===== config.mk =====
export PLATFORM = sky130hd
export DESIGN_NAME = stream_demux_n
export DESIGN_NICKNAME = d
export VERILOG_FILES = /design/src/rtl/stream_demux_pkg.sv /design/src/rtl/demux_slot.sv /design/src/rtl/stream_demux_n.sv
export SDC_FILE = /design/constraint.sdc
export NUM_CORES = 1
export LEC_CHECK = 0
export ABC_AREA = 1
export ABC_CLOCK_PERIOD_IN_PS = 2200
export BUFFER_PORTS_ARGS = -buffer_cell sky130_fd_sc_hd__buf_2
export CORE_MARGIN = 2
export CORE_UTILIZATION = 50
export DETAILED_ROUTE_END_ITERATION = 12
export PLACE_DENSITY = 0.81
export SYNTH_ARGS = -nofsm -noshare
export SYNTH_HDL_FRONTEND = slang
export SYNTH_SLANG_ARGS = --single-unit

===== constraint.sdc =====
create_clock -name clk -period 2.2 [get_ports clk]
set_input_delay 0.44 -clock clk [delete_from_list [all_inputs] [get_ports clk]]
set_output_delay 0.44 -clock clk [all_outputs]
set_load 0.01 [all_outputs]

===== src/rtl/stream_demux_pkg.sv =====
// Shared constants and helpers for the registered 1:N stream demultiplexer.
// Imported by demux_slot and stream_demux_n.
package stream_demux_pkg;

  localparam int MODE_SEL   = 0;
  localparam int MODE_RR    = 1;
  localparam int DROP_CNT_W = 8;

  function automatic logic chan_ok(input int unsigned sel, input int unsigned n);
    return sel < n;
  endfunction

endpackage


===== src/rtl/demux_slot.sv =====
// One-entry output holding register with valid/ready handshake.
// A load in the same cycle as a drain wins, which keeps a channel at one beat per cycle.
module demux_slot
  import stream_demux_pkg::*;
#(
  parameter int WIDTH = 8
) (
  input  logic             clk,
  input  logic             rst,
  input  logic             load,
  input  logic [WIDTH-1:0] load_data,
  input  logic             ready,
  output logic             valid,
  output logic [WIDTH-1:0] data,
  output logic             can_accept
);

  always_ff @(posedge clk or posedge rst) begin
    if (rst) begin
      valid <= 1'b0;
      data  <= '0;
    end else if (load) begin
      valid <= 1'b1;
      data  <= load_data;
    end else if (ready) begin
      // data is left in place so the lane keeps showing its last beat
      valid <= 1'b0;
    end
  end

  always_comb can_accept = !valid || ready;

endmodule


===== src/rtl/stream_demux_n.sv =====
// Registered 1:N valid/ready demultiplexer, routing by explicit select or round-robin.
// Out-of-range selects are consumed, dropped, flagged and counted.
module stream_demux_n
  import stream_demux_pkg::*;
#(
  parameter int WIDTH = 8,
  parameter int N     = 4,
  parameter int SEL_W = 2,
  parameter int MODE  = 0
) (
  input  logic                  clk,
  input  logic                  rst,
  input  logic                  in_valid,
  output logic                  in_ready,
  input  logic [WIDTH-1:0]      in_data,
  input  logic [SEL_W-1:0]      in_sel,
  output logic [N-1:0]          out_valid,
  input  logic [N-1:0]          out_ready,
  output logic [N*WIDTH-1:0]    out_data,
  output logic                  err_pulse,
  output logic [DROP_CNT_W-1:0] drop_cnt
);

  localparam int SLOTS = 2 ** SEL_W;

  logic [SEL_W-1:0] rr_ptr;
  logic [SEL_W-1:0] target;
  logic             in_range;
  logic             accept;
  logic [N-1:0]     can_accept;
  logic [N-1:0]     load;
  logic [SLOTS-1:0] can_accept_pad;

  always_comb target = (MODE == MODE_RR) ? rr_ptr : in_sel;

  always_comb in_range = chan_ok(32'(target), N);

  // pad so every select code indexes a defined bit, even when N < 2**SEL_W
  always_comb begin
    can_accept_pad         = '0;
    can_accept_pad[N-1:0]  = can_accept;
  end

  always_comb in_ready = in_range ? can_accept_pad[target] : 1'b1;

  always_comb accept = in_valid && in_ready;

  for (genvar k = 0; k < N; k++) begin : g_slot
    assign load[k] = accept && in_range && (target == SEL_W'(k));

    demux_slot #(
      .WIDTH(WIDTH)
    ) u_slot (
      .clk        (clk),
      .rst        (rst),
      .load       (load[k]),
      .load_data  (in_data),
      .ready      (out_ready[k]),
      .valid      (out_valid[k]),
      .data       (out_data[k*WIDTH +: WIDTH]),
      .can_accept (can_accept[k])
    );
  end

  // strict order: the pointer only moves on an accepted beat, never skips a stalled lane
  always_ff @(posedge clk or posedge rst) begin
    if (rst) begin
      rr_ptr <= '0;
    end else if ((MODE == MODE_RR) && accept) begin
      rr_ptr <= (rr_ptr == SEL_W'(N - 1)) ? '0 : rr_ptr + SEL_W'(1);
    end
  end

  always_ff @(posedge clk or posedge rst) begin
    if (rst) begin
      err_pulse <= 1'b0;
      drop_cnt  <= '0;
    end else begin
      err_pulse <= accept && !in_range;
      if (accept && !in_range && (drop_cnt != '1)) begin
        drop_cnt <= drop_cnt + DROP_CNT_W'(1);
      end
    end
  end

endmodule


==> impl_metrics.ini, run 1 <==
[logic_synthesis]
yosysSeqAreaShare_pct = 54.1
edff_count_synth = 0
ys_top_cells_by_area = dfrtp_1, nand2_1, nand4_1
postSynthCellCount = 184
yosys_warnings = 0
synth_top_area_share_pct = 54.1
ys_async_sr_fraction_pct = 100
synthTopCellsByCount = nand2_1, dfrtp_1, nand4_1
synthMostInstantiatedCell = nand2_1
syn_avg_cell_area_um2 = 9.06
mappedNetlistArea_um2 = 1670
ys_types = 15
synth-seq-cells = 36
yosys_most_used_dff = dfrtp_1
post_synthesis_cell_type_with_the_largest_combined_area = dfrtp_1

[global_routing]
vias_in_the_first_global_route = 1186
grt_util_all_layers_pct = 20.7
wire_length_of_the_first_global_routing_pass_mm = 5.58
antenna_found_initial = 0
grt_start_max_net_pins = 37
global_route.overflow_total = 0

[layout]
antenna_cells_inserted = 0
layout.filler_cells = 296
multiInputGateArea_um2 = 606
syn2layout_area_growth_pct = 17.6
final_layout_size_suffix_gt1_share_pct = 31.0
finish.instance_area_um2 = 1960
final-seq-area_um2 = 901
final_nets = 255

[detailed_routing]
drt_iter0_drc = 75
routed_via_density = 4.82
final_antenna_net_count = 0
drt_pass1_iterations = 4
drc_errors = 0
routedWlPerCell_um = 12.5
via_count = 1363
totalWireLength_mm = 3.53

[critical_path]
worst_path_fanout_max = 9
timing.critical_path.from_type = flop
crit_path_frequent_cell = nand2_1
cp-end-kind = output pin
critPathRequiredTime_ps = 1760
critPathArrivalTime_ps = 1340
cp_cell_sequence = inv_1 > nor2_1 > nand2_1 > nand2_1 > nor2_4 > buf_2
critPathMaxStageDelay_ps = 390
cpMaxStageDelayCell = dfrtp_1
critPathKind = flop to output pin

[clock_tree]
tritoncts = done
cts.sink_count = 36
cts_buffers = 5
post-cts-setup-buffers = 0
cts_root_buffer = clkbuf_4
cts_resized = 0
ctsHtreeMaxLevel = 2
clk_pin_slew_worst_paths_ps = 100
clk_latency_ps = 320
cts_max_path_buffers = 2
number_of_hold_repair_buffers_added_at_the_cts_stage = 0

[power_and_ir_drop]
leakage_component_of_the_power_nw = 1.12
seq_power_share_pct = 52.6
powerDensity_nw_per_um2 = 815
swShare_pct = 31.5
power_frac_clock_pct = 22.2
cellInternalPower_mw = 1.09
combinationalPowerShare_pct = 25.2
irDropWorstVdd_uv = 538
netSwitchingPower_uw = 503

[placed_design]
detailed_place.area_um2 = 1900
dp_hpwl_mm = 2.63
dp_slack_ps = 379
gp_congestion = 0.879
port-buffer-count = 53

[sta]
fin_tns_setup_ps = 0
finalMaxSlewViolations = 0
rsz0062_at_grt = no
report.final.setup_viol = 0
clock-skew-final_ps = 9.06
final_hold_viol_count = 0
final_period_minus_worst_setup_slack_ps = 1780
post-route-worst-setup-slack_ps = 425
max_clock_freq_ghz = 0.563
final_min_period_over_clock_period_pct = 80.7

[floorplanning]
die_h_um = 61.7
rows = 20
io-pin-count = 63
core_area_um2 = 3100
initial_utilization_pct = 53.7
dieWidth_um = 61.7
die-area_um2 = 3810

[status]
outcome = completed

[job]
cap_viol_max_count = 0

[worst_hold_path]
worstHoldPathType = primary input to asynchronous set/reset pin
critical path: cells and delay by family, from the launching register on:
kind | cells | cell delay (ps)
DFF | 1 | 390
and+or+nand+nor | 4 | 380
buffers and inverters | 2 | 230
power groups by stage:
stage / clock network (mW) / registers (mW) / logic (mW)
final: 0.355 / 0.840 / 0.402
after global routing: 0.403 / 0.855 / 0.454
after CTS: 0.363 / 0.841 / 0.408
after detailed placement: 0 / 0.854 / 0.406
after global placement: 0 / 0.852 / 0.397
after floorplan: 0 / 0.910 / 0.189
through the flow:
step           util [%]  hold WS (ps)  power, mW  std cells
2_1_floorplan         -           509       1.10        192
3_5_place_dp       61.3           454       1.26        275
4_1_cts            63.2           196       1.61        283
3_3_place_gp       61.3           450       1.25        275
5_1_grt            63.2           222       1.71        283
6_report           63.2           191       1.60        283
cell usage in the layout (no fill, tap or decap), types with 3 or more instances in the layout:
cell / netlist / layout
nand4_1: 32 / 32
buf_2: 2 / 53
nand2_1: 71 / 71
buf_4: 14 / 6
dfrtp_1: 36 / 36
nor2_1: 4 / 4
nor2_2: 3 / 3
clkbuf_4: 0 / 5
conb_1: 1 / 9
nand3_2: 4 / 4
inv_1: 7 / 7
o21ai_0: 4 / 4
per-layer routing:
metal	vias up	share of wire [%]	GRT usage [%]
met5	-	0	0
met4	0	1.1	7.29
met3	4	7.5	6.42
met2	51	45	30.2
met1	608	46	29.5
li1	700	-	-
sequential cells by signal (all words and copies together) (netlist names):
name and cells:
g_slot.u_slot.data 32, g_slot.u_slot.valid 4
logic make-up after synthesis:
family | count (synthesis) | share of synthesized area (%)
AO/OA/AOI/OAI | 4 | 1.20
other | 1 | 0.225
flip-flops | 36 | 54.1
buffers and inverters | 28 | 11.4
AND/OR/NAND/NOR | 115 | 33.1
final cells by class:
type / count / area share [%]
Sequential cell: 36 / 45.9
Timing Repair Buffer: 59 / 15.8
Clock buffer: 8 / 3.00
Tap cell: 44 / 2.81
Inverter: 8 / 1.53
Multi-Input combinational cell: 128 / 30.9
path summary, 6_finish.rpt:
kind | from | endpoint | slack, ps | depth (start not counted)
max in group asynchronous | rst | g_slot[2].u_slot.data[0] | 1700 | 3
hold reg to reg | g_slot[3].u_slot.data[7] | g_slot[3].u_slot.data[7] | 470 | 2
hold / removal | rst | g_slot[1].u_slot.valid | 190 | 3
setup reg to reg | g_slot[0].u_slot.valid | g_slot[0].u_slot.data[3] | 600 | 9
setup / recovery | g_slot[0].u_slot.valid | in_ready | 420 | 6
min in group clk | out_ready[0] | g_slot[0].u_slot.valid | 300 | 2
Note: power is estimated with default switching activity, not from simulation.
==> run 2, diff against run 1 <==
--- a/config.mk
+++ b/config.mk
@@ -6,12 +6,12 @@
 export NUM_CORES = 1
 export LEC_CHECK = 0
 export ABC_AREA = 1
-export ABC_CLOCK_PERIOD_IN_PS = 2200
+export ABC_CLOCK_PERIOD_IN_PS = 1560
 export BUFFER_PORTS_ARGS = -buffer_cell sky130_fd_sc_hd__buf_2
 export CORE_MARGIN = 2
-export CORE_UTILIZATION = 50
+export CORE_UTILIZATION = 43
 export DETAILED_ROUTE_END_ITERATION = 12
-export PLACE_DENSITY = 0.81
+export PLACE_DENSITY = 0.74
 export SYNTH_ARGS = -nofsm -noshare
 export SYNTH_HDL_FRONTEND = slang
 export SYNTH_SLANG_ARGS = --single-unit
==> constraint.sdc (replaced) <==
create_clock -name clk -period 1.56 [get_ports clk]
set_input_delay 0.312 -clock clk [delete_from_list [all_inputs] [get_ports clk]]
set_output_delay 0.312 -clock clk [all_outputs]
set_load 0.01 [all_outputs]
==> run 2 against run 1 <==
Against the previous run:
- register-to-register slack got worse by 460 ps
- sequential cell count did not move
- utilization down 6.2 points
==> impl_metrics.ini, run 2 (synthesized netlist as in run 1, its figures left out) <==
[layout]
antenna_cells_inserted = 0
syn2layout_area_growth_pct = 26.1
multiInputGateArea_um2 = 628
final_nets = 263
layout.cells.most_common_list = nand2_1, buf_2, dfrtp_1, nand4_1, buf_4
largest_registers = g_slot.u_slot.data: 32 flops, g_slot.u_slot.valid: 4 flops
layout.filler_cells = 345
final-seq-area_um2 = 901
mostFrequentLayoutCell = nand2_1
register_with_the_highest_flop_count = g_slot.u_slot.data
final_layout_size_suffix_gt1_share_pct = 35.6
layoutNonFillerInstCount = 295
largest_register_ff_count = 32

[critical_path]
critPathRequiredTime_ps = 1250
largest_delay_contributor_family_on_the_critical_path = flip-flops
critPathArrivalTime_ps = 1180
cpMaxStageDelayCell = dfrtp_1
critPathKind = flop to output pin
crit_buf_inv = 2
worst_path_fanout_max = 4
cp-end-kind = output pin
cp_cell_sequence = inv_2 > nor2_2 > nand2_1 > nand2_2 > nor2_4 > buf_6
critPathMaxStageDelay_ps = 400
timing.critical_path.from_type = flop

[clock_tree]
cts_max_path_buffers = 2
clk_latency_ps = 300
cts_root_buffer = clkbuf_8
tritoncts = done
clk_pin_slew_worst_paths_ps = 80
cts_buffers = 5
ctsHtreeMaxLevel = 2
cts.sink_count = 36
number_of_hold_repair_buffers_added_at_the_cts_stage = 0

[sta]
max_clock_freq_ghz = 0.669
final_hold_viol_count = 0
rsz0062_at_grt = yes
report.final.setup_viol = 0
final_min_period_over_clock_period_pct = 95.8
post-route-worst-setup-slack_ps = 65.0
finalMaxSlewViolations = 0
final_period_minus_worst_setup_slack_ps = 1500
clock-skew-final_ps = 9.73

[worst_hold_path]
worstHoldPathType = primary input to asynchronous set/reset pin

[detailed_routing]
drt_iter0_drc = 182
via_count = 1467
routedWlPerCell_um = 13.2
drt_pass1_iterations = 4
final_antenna_net_count = 0
totalWireLength_mm = 3.88
routed_via_density = 4.97
drc_errors = 0

[power_and_ir_drop]
total_power_mw = 2.50
irDropWorstVdd_uv = 390
powerDensity_nw_per_um2 = 1190
leakage_component_of_the_power_nw = 1.18

[global_routing]
grt_util_all_layers_pct = 19.2
antenna_found_initial = 0
global_route.overflow_total = 0
vias_in_the_first_global_route = 1285
grt_start_max_net_pins = 37
wire_length_of_the_first_global_routing_pass_mm = 6.16

[floorplanning]
io-pin-count = 63
die-area_um2 = 4390
dieWidth_um = 66.3
die_h_um = 66.3
core_area_um2 = 3690
rows = 22
initial_utilization_pct = 45.2

[status]
outcome = completed

[placed_design]
placed_cells = 284
dp_hpwl_mm = 2.72
gp_congestion = 0.752
port-buffer-count = 53
dp_slack_ps = 39.2

[job]
cap_viol_max_count = 0
[run 2: layer usage]
metal  GRT usage (%)  routed length (um)
met5               0                   0
met4            6.89                  52
met3            6.47                 318
met2            27.0                1660
met1            27.4                1850
[run 2: worst register-to-register path, cell delays in order (launching register included)]
cell,delay (ps)
dfrtp_1,400
inv_2,70
nor2_2,40
nand2_1,60
nand2_2,60
nor2_4,150
buf_4,140
buf_12,140
nand3_4,120
nand2_1,100
nand2_1,50
[run 2: cell type report]
type,count,area share (%)
clock buffer,7,4.11
sequential,36,42.9
inverter,8,1.43
clock inverter,1,0.357
timing repair buffer,67,18.5
tap,48,2.86
multi-input combinational,128,29.9
[run 2: timing repair]
item / 4_1_cts / 5_1_grt
hold endpoints to repair: 0 / 0
resized for setup: 0 / 8
pin swaps: 1 / 2
buffers inserted: 1 / 2
endpoints found under the setup margin: 1 / 19
[run 2: stage by stage]
step / TNS [ps] / instance area (um2) / utilization, % / hold slack (ps)
3_3_place_gp: 0 / 1960 / 53.1 / 431
2_1_floorplan: 0 / 1700 / - / 408
6_report: 0 / 2100 / 57.0 / 106
3_5_place_dp: 0 / 1960 / 53.1 / 437
5_1_grt: -9.74 / 2100 / 57.0 / 154
4_1_cts: 0 / 2060 / 55.8 / 123
[run 2: final timing paths]
path,startpoint,to,slack [ps],cells after the start
max in group asynchronous,rst,g_slot[1].u_slot.data[3],1130,3
worst min-delay path,rst,g_slot[3].u_slot.data[6],110,3
worst min register to register,g_slot[2].u_slot.data[6],g_slot[2].u_slot.data[6],470,2
min in group clk,out_ready[3],g_slot[3].u_slot.valid,210,2
worst max-delay path,g_slot[1].u_slot.valid,in_ready,60,6
worst max register to register,g_slot[1].u_slot.valid,g_slot[2].u_slot.data[2],140,10
[run 2: report_power, final]
part	switching, mW	internal [mW]	total [mW]	leakage [nW]
combinational	0.357	0.246	0.603	0.683
clock	0.347	0.359	0.706	0.0445
sequential	0.0881	1.10	1.19	0.452
